<file path="config.mk">
export PLATFORM = sky130hd
export DESIGN_NAME = axi_llc_flush_seq
export DESIGN_NICKNAME = d
export VERILOG_FILES = /design/src/rtl/axi_llc_flush_seq.sv
export SDC_FILE = /design/constraint.sdc
export NUM_CORES = 1
export LEC_CHECK = 0
export CAP_MARGIN = 40
export CORE_ASPECT_RATIO = 1.25
export CORE_MARGIN = 1.5
export CORE_UTILIZATION = 40
export DETAILED_ROUTE_END_ITERATION = 12
export PLACE_DENSITY = 0.72
export REMOVE_ABC_BUFFERS = 1
export SYNTH_ARGS = -nofsm -noshare
export SYNTH_HDL_FRONTEND = slang
export SYNTH_SLANG_ARGS = --single-unit
</file>
<file path="constraint.sdc">
create_clock -name clk_i -period 5.8 [get_ports clk_i]
set_input_delay 0.87 -clock clk_i [delete_from_list [all_inputs] [get_ports clk_i]]
set_output_delay 0.87 -clock clk_i [all_outputs]
set_load 0.005 [all_outputs]
</file>
<file path="src/rtl/axi_llc_flush_seq.sv">
// Way-flush sequencer: expands a way mask into single-set Flush requests to the
// LLC tag store, one outstanding at a time, and tracks flushed ways and evictions.
module axi_llc_flush_seq #(
  parameter int unsigned NumWays    = 8,
  parameter int unsigned NumLines   = 256,
  parameter int unsigned IndexWidth = $clog2(NumLines),
  parameter int unsigned CntWidth   = 16
) (
  input  logic                  clk_i,
  input  logic                  rst_ni,
  input  logic [NumWays-1:0]    cmd_ways_i,
  input  logic                  cmd_valid_i,
  output logic                  cmd_ready_o,
  output logic                  st_valid_o,
  input  logic                  st_ready_i,
  output logic [NumWays-1:0]    st_way_o,
  output logic [IndexWidth-1:0] st_index_o,
  input  logic                  res_valid_i,
  output logic                  res_ready_o,
  input  logic                  res_evict_i,
  output logic                  busy_o,
  output logic                  done_o,
  output logic [NumWays-1:0]    flushed_o,
  output logic [CntWidth-1:0]   evict_cnt_o
);

  typedef enum logic [1:0] {IDLE, REQ, WAIT, DONE} state_e;

  localparam logic [IndexWidth-1:0] LastIndex = IndexWidth'(NumLines - 1);

  state_e                  state_q, state_d;
  logic [NumWays-1:0]      pending_q, pending_d;
  logic [NumWays-1:0]      way_q, way_d;
  logic [NumWays-1:0]      flushed_q, flushed_d;
  logic [IndexWidth-1:0]   index_q, index_d;
  logic [CntWidth-1:0]     cnt_q, cnt_d;
  logic [NumWays-1:0]      pend_left;

  // Isolates the lowest set bit as a one-hot vector (two's-complement trick).
  function automatic logic [NumWays-1:0] lowest(input logic [NumWays-1:0] m);
    return m & (~m + NumWays'(1));
  endfunction

  always_ff @(posedge clk_i or negedge rst_ni) begin
    if (!rst_ni) begin
      state_q   <= IDLE;
      pending_q <= '0;
      way_q     <= '0;
      flushed_q <= '0;
      index_q   <= '0;
      cnt_q     <= '0;
    end else begin
      state_q   <= state_d;
      pending_q <= pending_d;
      way_q     <= way_d;
      flushed_q <= flushed_d;
      index_q   <= index_d;
      cnt_q     <= cnt_d;
    end
  end

  always_comb begin
    state_d     = state_q;
    pending_d   = pending_q;
    way_d       = way_q;
    flushed_d   = flushed_q;
    index_d     = index_q;
    cnt_d       = cnt_q;
    cmd_ready_o = 1'b0;
    st_valid_o  = 1'b0;
    st_way_o    = '0;
    res_ready_o = 1'b0;
    busy_o      = 1'b1;
    done_o      = 1'b0;
    pend_left   = pending_q & ~way_q;

    unique case (state_q)
      IDLE: begin
        cmd_ready_o = 1'b1;
        busy_o      = 1'b0;
        if (cmd_valid_i) begin
          pending_d = cmd_ways_i;
          flushed_d = flushed_q & ~cmd_ways_i;
          cnt_d     = '0;
          index_d   = '0;
          if (|cmd_ways_i) begin
            way_d   = lowest(cmd_ways_i);
            state_d = REQ;
          end else begin
            state_d = DONE;
          end
        end
      end
      REQ: begin
        st_valid_o = 1'b1;
        st_way_o   = way_q;
        if (st_ready_i) state_d = WAIT;
      end
      WAIT: begin
        res_ready_o = 1'b1;
        if (res_valid_i) begin
          if (res_evict_i && (cnt_q != '1)) cnt_d = cnt_q + CntWidth'(1);
          if (index_q != LastIndex) begin
            index_d = index_q + IndexWidth'(1);
            state_d = REQ;
          end else begin
            flushed_d = flushed_q | way_q;
            pending_d = pend_left;
            index_d   = '0;
            if (|pend_left) begin
              way_d   = lowest(pend_left);
              state_d = REQ;
            end else begin
              state_d = DONE;
            end
          end
        end
      end
      DONE: begin
        done_o  = 1'b1;
        state_d = IDLE;
      end
      default: state_d = IDLE;
    endcase
  end

  assign st_index_o  = index_q;
  assign flushed_o   = flushed_q;
  assign evict_cnt_o = cnt_q;

  a_way_onehot0: assert property (@(posedge clk_i) disable iff (!rst_ni)
    $onehot0(st_way_o));
  a_req_stable: assert property (@(posedge clk_i) disable iff (!rst_ni)
    (st_valid_o && !st_ready_i) |=> (st_valid_o && $stable(st_way_o) && $stable(st_index_o)));
  a_no_res_idle: assert property (@(posedge clk_i) disable iff (!rst_ni)
    (state_q == IDLE) |-> !res_valid_i);

endmodule

</file>
# After elaboration in Yosys (flattened, before gate mapping)
# Index checks and enable logic that the tools add are counted.
# word_totals
register_bits	50
inputBits	14
elab_cells	75
# op_classes
n_addsub	4
eq_ne	12
n_mux	35
bitwise_logic	8
reduce_logical	10
# op_table
operator	n
$mux W8	15
$pmux W8 S2	4
$mux W16	3
$and A8 B8 Y8	4
$pmux W16 S2	1
$add A8 B1 Y8 const B	3
$not A8 Y8	3
$add A16 B1 Y16 const B	1
$ne A16 B16 Y1 const B	1
$reduce_or A8 Y1	2
$ne A2 B2 Y1 const B	7
$mux W2	6
$ne A8 B8 Y1 const B	1
$or A8 B8 Y8	1
$pmux W2 S4	1
$reduce_and A4 Y1	2
$reduce_and A3 Y1	2
$reduce_and A6 Y1	1
$mux W1	5
$eq A2 B2 Y1 const B	2
$eq A2 B1 Y1 const B	1
$logic_not A2 Y1	1
$reduce_bool A2 Y1	1
$logic_and A1 B1 Y1	1

# Depth between registers and ports, before layout
# Gate-level depths: netlist of run 1.
# logic_depth
ltp_word	9
depth_mapped	9
depth_no_buf	6

# Worst setup path before layout of run 1
# OpenSTA, ideal clock, no wires.
# synth_path
path_kind	input port to flip-flop
from	in res_valid_i
to	reg way_q[0]
setup_time_ns	0.125
arrival_ns	2.085
required_ns	5.675
path_slack_ns	3.590
path_stages	6
n_path_buf	1
cell_sequence	buf_2 -> nand2_2 -> a21oi_2 -> o211a_1 -> a21boi_4 -> mux2_4
# synth_between
elab_chain_len	2
# synth_rtl
item	line_no	rtl
from (decl)	18	input logic res_valid_i,
$ne A2 B2 Y1 (no source line)	-	
$reduce_and A6 Y1 (no source line)	-	
to (signal assigned)	55	way_q <= way_d;
to (decl)	33	logic [NumWays-1:0] way_q, way_d;
# No other way between the ends.
# A chain may end at the register's enable or synchronous reset.

# Worst setup path in the final report of run 1
# layout_path
from	reg state_q[0]
to	out st_way_o[2]
# layout_between
elab_chain_len	2
# layout_rtl
item	line_no	rtl
from (decl)	31	state_e state_q, state_d;
from (signal assigned)	53	state_q <= state_d;
$eq A2 B1 Y1	77	unique case (state_q)
$mux W8	77	
to (decl)	16	output logic [NumWays-1:0] st_way_o,
# No other way between the ends.

==> flow_metrics.tcl, run 1 <==
set metrics [dict create \
    grt_max_degree 51 \
    numCtsBuffers 5 \
    drive_gt1_share_pct 9.497 \
    portBuffers 58 \
    slew_violations 0 \
    cts_max_level 2 \
    cts_tree "done" \
    netSwitchingPower_mw 0.5022 \
    r2r_cells 6 \
    synth_largest_area_cell "dfrtp_1" \
    setup_violations 0 \
    io_pins 59 \
    rsz0062_at_grt "false" \
    cellPowerDensity_mw_per_mm2 370.0 \
    antenna_found_initial 0 \
    ctsResizeCount 0 \
    internal-power_mw 0.8153 \
    initialDrtViolationCount 147 \
    grt_pass1_vias 2460 \
    synth_cell_types 53 \
    setup-tns-final_ns 0 \
    r2r_start "st_index_o[1]$_DFFE_PN0P_" \
    clockRootBuffer "clkbuf_8" \
    seq_area_frac_synth_pct 44.11 \
    netlist_area_sq_mm 0.002836 \
    dieWidth_um 78.32 \
    finalPower_mw 1.317 \
    min_period_ns 3.081 \
    outcome "finished clean" \
    ir_drop_mv 0.2089 \
    diodes 0 \
    synth.most_common_cell "dfrtp_1" \
    fillers 637 \
    synth_edf_count 0 \
    grt.total_usage_pct 19.25 \
    hold_path_end "flushed_o[7]$_DFFE_PN0P_" \
    viasPerCell 5.721 \
    arrival_ns 2.21 \
    endpoint_kind "primary output" \
    grt_pass1_wl_mm 11.90 \
    fp-row-count 34 \
    synthXorXnorAreaFrac_pct 0.9263 \
    wl_mm 6.980 \
    die_height_um 97.15 \
    synth_top_family_by_area "compound AO/OA/AOI/OAI gates" \
    synth_area_leaders "dfrtp_1 (44%), o21ai_0 (4.6%), nand2_1 (4.1%), a21oi_1 (4.1%), mux2_4 (3.7%)" \
    cts.sinks 50 \
    start_kind "flip-flop" \
    critPathKind "flip-flop to primary output" \
    p_leak_nw 1.516 \
    required_ns 4.93 \
    synthMuxAreaShare_pct 4.058 \
    cp_max_fo 9 \
    clockBufferDepth 2 \
    p_comb_share_pct 42.5 \
    dp_hpwl_mm 4.747 \
    worst_slew_pin_slew_ns 0.8057 \
    die_area_sq_mm 0.007609 \
    area_growth_pct 25.54 \
    hold_path.class "flip-flop to flip-flop" \
    avgSynthCellArea_sq_um 9.300 \
    r2r_end "way_q[3]$_DFFE_PN0P_" \
    ant_nets 0 \
    min_from "flushed_o[7]$_DFFE_PN0P_" \
    drv_cap 0 \
    register_area_sq_mm 0.001251 \
    period_share_pct 53.12 \
    r2r_slack_ns 3.16 \
    seq_power_share_pct 38.2 \
    clock_latency_ns 0.30 \
    synthFlopType "dfrtp_1" \
    post_cts_buffers 0 \
    yosys_warnings 0 \
    cts.reportedPaths.clkPinSlew_ns 0.09 \
    timing.fmax_mhz 324.5 \
    wire_per_inst_um 15.58 \
    grt-ovfl-total 0 \
    start_util_pct 40.91 \
    multi_input_area_sq_mm 0.001458 \
    gp_congestion 0.7896 \
    switching_share_pct 38.12 \
    finalClockSkew_ns 0.01221 \
    postSynth.asyncResetShare_pct 100.0 \
    first_pass_iters 4 \
    cts_hold_buf 0 \
    ys_ff_latch 50 \
    clock_power_share_pct 19.3 \
    min_path_cells 1 \
    vias 2563 \
    slew_headroom_pct 46.00 \
    synth-simple-area-share_pct 22.19 \
    synth_compound_area_share_pct 23.33 \
    synthAdderAreaFrac_pct 0.8822 \
    syn_inst 305 \
    synth_common_cells "dfrtp_1 (50), nand2_1 (31), o21ai_0 (26)" \
    hold_viol 0 \
    nets 374 \
    synth_top_cell_area_share_pct 44.11 \
    fp.coreArea_sq_mm 0.006934 \
    drcViolationCount 0 \
]
==> worst max-delay path: stages (launching register included) <==
cell,delay [ns]
dfrtp_1,0.54
inv_1,0.17
nor2_1,0.46
and2_1,0.23
clkdlybuf4s50_1,0.51
==> area by class of cell <==
cell class	count	area share (%)
tap	90	3.162
timing repair buffer	61	16.80
multi-input combinational	233	40.93
clock buffer	6	2.319
inverter	7	0.8082
clock inverter	1	0.8433
sequential	50	35.14
==> sequential cells by signal, summed over array words and instances, names as in the netlist <==
| name | cells |
|---|---|
| evict_cnt_o | 16 |
| flushed_o | 8 |
| pending_q | 8 |
| st_index_o | 8 |
| way_q | 8 |
| state_q | 2 |
==> how the worst max path moves through the flow <==
stage                      startpoint  cells past startpoint                        to  slack [ns]
2_1_floorplan  state_q[0]$_DFFE_PN0P_                      5  flushed_o[2]$_DFFE_PN0P_        3.43
3_3_place_gp              res_valid_i                      6  flushed_o[2]$_DFFE_PN0P_        2.39
3_5_place_dp              res_valid_i                      7  flushed_o[7]$_DFFE_PN0P_        2.83
4_1_cts        state_q[0]$_DFFE_PN0P_                      4               st_way_o[2]        2.69
5_1_grt        state_q[0]$_DFFE_PN0P_                      4               st_way_o[2]        2.54
6_report       state_q[0]$_DFFE_PN0P_                      4               st_way_o[2]        2.72
==> power groups by stage <==
| stage | combinational [mW] | clock, mW | sequential (mW) |
|---|---|---|---|
| after floorplan | 0.362 | 0 | 0.487 |
| after global placement | 0.546 | 0 | 0.506 |
| after detailed placement | 0.560 | 0 | 0.509 |
| after CTS | 0.563 | 0.258 | 0.503 |
| after global routing | 0.626 | 0.273 | 0.517 |
| final | 0.560 | 0.254 | 0.504 |
==> cells by family (layout without fill, tap and decap cells) <==
kind of cell,Yosys count,count (layout)
buf+inv,22,75
xor+xnor,3,3
flops,50,50
fa+ha+maj,2,2
mux,8,8
simple gates,118,118
compound gates,102,102
==> layout by cell type, fill, tap and decap left out, drive strengths merged, types with 3 or more instances in the layout <==
master         count
clkdlybuf4s50     57
dfrtp             50
o21ai             36
nand2             32
nor2              26
a21oi             24
nand3             16
o31ai             13
a31oi             11
nand2b             9
and2               9
and3               7
mux2               7
inv                7
clkbuf             6
a22o               5
nor3               5
nand4              4
buf                4
nor2b              3
==> layer usage <==
| layer | vias up | wire length [um] | global-route usage [%] |
|---|---|---|---|
| met5 | - | 0 | 0 |
| met4 | 0 | 65 | 6.868 |
| met3 | 5 | 420 | 3.380 |
| met2 | 85 | 3454 | 31.84 |
| met1 | 1262 | 3039 | 25.10 |
| li1 | 1211 | - | - |
==> through the flow <==
| stage | setup slack (ns) | hold WS, ns | util [%] | cells | cell area (sq um) |
|---|---|---|---|---|---|
| floorplan | 3.431 | 0.4618 | - | 290 | 2738 |
| global placement | 2.385 | 0.4833 | 49.62 | 440 | 3441 |
| detailed placement | 2.834 | 0.4817 | 49.73 | 441 | 3448 |
| CTS | 2.688 | 0.5103 | 51.35 | 448 | 3561 |
| global route | 2.538 | 0.5236 | 51.35 | 448 | 3561 |
| finish | 2.719 | 0.5058 | 51.35 | 448 | 3561 |
Note: power is estimated with default switching activity, not from simulation.
==> run 2, diff against run 1 <==
==> constraint.sdc (replaced) <==
create_clock -name clk_i -period 3.05 [get_ports clk_i]
set_input_delay 0.4575 -clock clk_i [delete_from_list [all_inputs] [get_ports clk_i]]
set_output_delay 0.4575 -clock clk_i [all_outputs]
set_load 0.005 [all_outputs]
==> run 2 against run 1 <==
Net effect: register-to-register slack got worse by 2.4 ns; critical path depth unchanged; setup slack got worse by 2.3 ns; clock skew decreased by 0.0021 ns; largest power group unchanged; first-iteration DRC count increased by 6.8%; die area unchanged; via count unchanged.
==> flow_metrics.tcl, run 2 (synthesis results as in run 1) <==
set metrics [dict create \
    cellPowerDensity_mw_per_mm2 705.5 \
    numCtsBuffers 5 \
    drv_cap 0 \
    critPathKind "flip-flop to primary output" \
    slew_violations 0 \
    start_util_pct 40.91 \
    initialDrtViolationCount 157 \
    start_kind "flip-flop" \
    clockRootBuffer "clkbuf_8" \
    hold_path.class "primary input to asynchronous set/reset pin" \
    vias 2563 \
    antenna_found_initial 0 \
    final_common_cell "clkdlybuf4s50_1" \
    fp.coreArea_sq_mm 0.006934 \
    fin_util_pct 51.86 \
    ir_drop_mv 0.3432 \
    setup_violations 0 \
    outcome "finished clean" \
    first_pass_iters 5 \
    grt_pass1_wl_mm 11.97 \
    multi_input_area_sq_mm 0.001458 \
    clock_latency_ns 0.31 \
    r2r_cells 7 \
    die_area_sq_mm 0.007609 \
    clock_power_share_pct 18.7 \
    finalPower_mw 2.537 \
    final_cell_mix "clkdlybuf4s50_1 (57), dfrtp_1 (50), nand2_1 (31)" \
    rsz0062_at_grt "false" \
    slew_headroom_pct 50.76 \
    ctsResizeCount 0 \
    grt-ovfl-total 0 \
    portBuffers 58 \
    dieWidth_um 78.32 \
    worst_slew_pin_slew_ns 0.7387 \
    area_growth_pct 26.78 \
    wl_mm 7.161 \
    cts_hold_buf 0 \
    cts.reportedPaths.clkPinSlew_ns 0.10 \
    fillers 651 \
    register_area_sq_mm 0.001251 \
    switching_share_pct 38.64 \
    wire_per_inst_um 15.77 \
    grt.total_usage_pct 19.35 \
    timing.fmax_mhz 376.6 \
    setup-tns-final_ns 0 \
    finalClockSkew_ns 0.01008 \
    clockBufferDepth 2 \
    min_period_ns 2.656 \
    hold_viol 0 \
    p_comb_share_pct 43.5 \
    netSwitchingPower_mw 0.9803 \
    fp-row-count 34 \
    gp_congestion 0.8198 \
    nets 379 \
    drcViolationCount 0 \
    cp_max_fo 9 \
    ant_nets 0 \
    cts_tree "done" \
    grt_max_degree 34 \
    cts.sinks 50 \
    post_cts_buffers 0 \
    drive_gt1_share_pct 10.71 \
    die_height_um 97.15 \
    p_leak_nw 1.534 \
    seq_power_share_pct 37.9 \
    viasPerCell 5.645 \
    internal-power_mw 1.557 \
    largest_register_ffs 16 \
    cts_max_level 2 \
    dp_hpwl_mm 4.998 \
    io_pins 59 \
    period_share_pct 87.07 \
    grt_pass1_vias 2473 \
    required_ns 2.59 \
    endpoint_kind "primary output" \
    diodes 0 \
    arrival_ns 2.20 \
]
[run 2: power by group through the flow]
stage	combinational, mW	sequential (mW)	clock [mW]
floorplan	0.688	0.926	0
global placement	1.08	0.964	0
detailed placement	1.10	0.966	0
CTS	1.11	0.956	0.480
global route	1.22	0.979	0.507
finish	1.10	0.960	0.473
[run 2: worst paths after layout]
kind,start,end,slack [ns]
setup / recovery,state_q[0]$_DFFE_PN0P_,st_way_o[5],0.39
hold / removal,rst_ni,flushed_o[5]$_DFFE_PN0P_,0.20
setup reg to reg,st_index_o[1]$_DFFE_PN0P_,way_q[3]$_DFFE_PN0P_,0.78
hold reg to reg,evict_cnt_o[12]$_DFFE_PN0P_,evict_cnt_o[12]$_DFFE_PN0P_,0.50
max in group asynchronous,rst_ni,evict_cnt_o[6]$_DFFE_PN0P_,2.22
min in group clk_i,evict_cnt_o[12]$_DFFE_PN0P_,evict_cnt_o[12]$_DFFE_PN0P_,0.50
[run 2: area by class of cell]
class                      instances  area share [%]
multi-input combinational        233           40.54
sequential                        50           34.79
timing repair buffer              66           17.68
tap                               90           3.132
clock buffer                       6           2.018
clock inverter                     2           1.044
inverter                           7          0.8003
[run 2: critical path, cell delays in order, from the launching register on]
cell and delay (ns):
dfrtp_1 0.56, inv_1 0.17, nor2_1 0.46, and2_1 0.21
clkdlybuf4s50_1 0.49
[run 2: through the flow]
step / hold WS, ns / setup slack [ns] / std cells / area, sq um
floorplan: 0.1619 / 0.6813 / 290 / 2738
global placement: 0.4768 / 0.6040 / 446 / 3486
detailed placement: 0.4909 / 0.5766 / 446 / 3486
CTS: 0.2348 / 0.3934 / 454 / 3596
global route: 0.2661 / 0.2634 / 454 / 3596
finish: 0.2012 / 0.3944 / 454 / 3596
[run 2: metal layers]
| layer | track usage, % | vias up | part of all wire, % |
|---|---|---|---|
| met5 | 0 | - | 0 |
| met4 | 5.082 | 0 | 1.1 |
| met3 | 3.005 | 8 | 4.0 |
| met2 | 33.11 | 68 | 51 |
| met1 | 25.31 | 1268 | 44 |
| li1 | - | 1219 | - |
==> run 3, diff against run 2 <==
--- a/config.mk
+++ b/config.mk
@@ -5,12 +5,12 @@
 export SDC_FILE = /design/constraint.sdc
 export NUM_CORES = 1
 export LEC_CHECK = 0
-export CAP_MARGIN = 40
+export CAP_MARGIN = 20
 export CORE_ASPECT_RATIO = 1.25
 export CORE_MARGIN = 1.5
-export CORE_UTILIZATION = 40
+export CORE_UTILIZATION = 45
 export DETAILED_ROUTE_END_ITERATION = 12
-export PLACE_DENSITY = 0.72
+export PLACE_DENSITY = 0.79
 export REMOVE_ABC_BUFFERS = 1
 export SYNTH_ARGS = -nofsm -noshare
 export SYNTH_HDL_FRONTEND = slang
==> run 3 against run 2 <==
Net effect: routed wire length shrank 3.1%; clock-buffer cell count shrank 1; core utilization grew 6.6 points; fmax shrank 0.93%; critical path depth is the same; sequential power shrank 0.5%; cell area shrank 0.49%; cell count shrank 1.5%; global-route usage grew 2.6 points; first-iteration DRC count shrank 28%; register-to-register slack lost 0.05 ns; clock skew grew 0.0028 ns; critical endpoint is now st_way_o[1]; largest cell class unchanged.
==> flow_metrics.tcl, run 3 (synthesis results as in run 1) <==
set metrics [dict create \
    endpoint_kind "primary output" \
    drive_gt1_share_pct 10.50 \
    final_cell_mix "clkdlybuf4s50_1 (57), dfrtp_1 (50), nand2_1 (31)" \
    r2r_cells 7 \
    io_pins 59 \
    cp-startpoint "state_q[0]$_DFFE_PN0P_" \
    grt_pass1_vias 2437 \
    antenna_found_initial 0 \
    fillers 539 \
    final_common_cell "clkdlybuf4s50_1" \
    grt_pass1_wl_mm 11.80 \
    area_growth_pct 26.16 \
    worst_slew_pin_slew_ns 0.6126 \
    r2r_end "way_q[0]$_DFFE_PN0P_" \
    p_comb_share_pct 43.1 \
    slew_headroom_pct 59.01 \
    slew_violations 0 \
    timing.fmax_mhz 373.1 \
    r2r_start "st_index_o[0]$_DFFE_PN0P_" \
    hold_path.class "primary input to asynchronous set/reset pin" \
    clockRootBuffer "clkbuf_8" \
    portBuffers 58 \
    seq_power_share_pct 37.8 \
    clock_power_share_pct 19.1 \
    use_met1_pct 29.96 \
    fin_area_sq_mm 0.003578 \
    critPathKind "flip-flop to primary output" \
    arrival_ns 2.22 \
    cts_hold_buf 0 \
    setup-tns-final_ns 0 \
    start_util_pct 46.30 \
    slowest_delay_ns 0.53 \
    start_kind "flip-flop" \
    vias 2539 \
    dpl_cell_area_sq_mm 0.003465 \
    fp-row-count 32 \
    multi_input_area_sq_mm 0.001458 \
    cp_cell_sequence "inv_1, nor2_1, and2_1, clkdlybuf4s50_1" \
    ctsResizeCount 0 \
    netSwitchingPower_mw 0.9768 \
    grt_busiest_layer "met2" \
    slowest_stage "dfrtp_1" \
    p_leak_nw 1.523 \
    finalClockSkew_ns 0.01284 \
    first_pass_iters 5 \
    cts.reportedPaths.clkPinSlew_ns 0.10 \
    dp.cells 439 \
    hold_viol 0 \
    diodes 0 \
    drv_cap 0 \
    hold_ws_ns 0.08656 \
    gp_congestion 0.8159 \
    clockBufferDepth 2 \
    largest_register_ffs 16 \
    r2r_slack_ns 0.73 \
    ant_nets 0 \
    period_share_pct 87.89 \
    min_period_ns 2.681 \
    outcome "finished clean" \
    ir_drop_mv 0.4090 \
    die_area_sq_mm 0.006792 \
    nets 377 \
    internal-power_mw 1.547 \
    grt-ovfl-total 0 \
    viasPerCell 5.680 \
    cp_max_fo 9 \
    switching_share_pct 38.70 \
    initialDrtViolationCount 113 \
    cts_tree "done" \
    die_height_um 91.77 \
    wl_mm 6.937 \
    met3_usage_pct 4.286 \
    grt_max_degree 33 \
    endpoint "st_way_o[1]" \
    numCtsBuffers 5 \
    clock_latency_ns 0.32 \
    grt.met2_usage_pct 35.12 \
    wire_per_inst_um 15.52 \
    post_cts_buffers 0 \
    dieWidth_um 74.01 \
    dp_hpwl_mm 4.830 \
    cts_max_level 2 \
    required_ns 2.59 \
    cellPowerDensity_mw_per_mm2 705.3 \
    stdcell_count 447 \
    cts.sinks 50 \
    fp.coreArea_sq_mm 0.006126 \
    rsz0062_at_grt "false" \
    grt.total_usage_pct 21.94 \
    drcViolationCount 0 \
    setup_violations 0 \
    register_area_sq_mm 0.001251 \
]
-- run 3: how the worst min path moves through the flow --
stage	end	depth (start not counted)	slack, ns
3_3_place_gp	flushed_o[4]$_DFFE_PN0P_	1	0.44
2_1_floorplan	evict_cnt_o[0]$_DFFE_PN0P_	0	0.16
6_report	evict_cnt_o[5]$_DFFE_PN0P_	1	0.09
5_1_grt	evict_cnt_o[5]$_DFFE_PN0P_	1	0.1
4_1_cts	evict_cnt_o[5]$_DFFE_PN0P_	1	0.10
3_5_place_dp	flushed_o[4]$_DFFE_PN0P_	1	0.45
-- run 3: through the flow --
stage | setup slack [ns] | power [mW] | utilization, %
final | 0.3695 | 2.524 | 58.41
after floorplan | 0.6813 | 1.614 | -
after global placement | 0.6096 | 2.020 | 56.56
after detailed placement | 0.5538 | 2.052 | 56.56
after global routing | 0.1785 | 2.695 | 58.41
after CTS | 0.3526 | 2.529 | 58.41
-- run 3: critical path: cells and delay by family, from the launching register on --
family        cells  cell delay [ns]
buf+inv           2             0.65
flops             1             0.53
simple gates      2             0.72
-- run 3: per-layer routing --
layer / vias up / part of all wire, %
li1: 1221 / -
met1: 1236 / 44
met2: 77 / 49
met3: 5 / 6.0
met4: 0 / 0.91
met5: - / 0
-- run 3: cell type report --
cell class              instances  area share (%)
clock buffers                   5           1.923
clock inverters                 3           1.259
inverters                       7          0.8042
multi-input cells             233           40.73
flip-flops and latches         50           34.97
well taps                      85           2.972
repair buffers                 64           17.34
-- run 3: power by group through the flow --
stage	Combinational, mW	Sequential [mW]	Clock (mW)
after floorplan	0.688	0.926	0
after CTS	1.09	0.953	0.485
after global placement	1.06	0.959	0
final	1.09	0.955	0.481
after global routing	1.21	0.980	0.507
after detailed placement	1.09	0.967	0
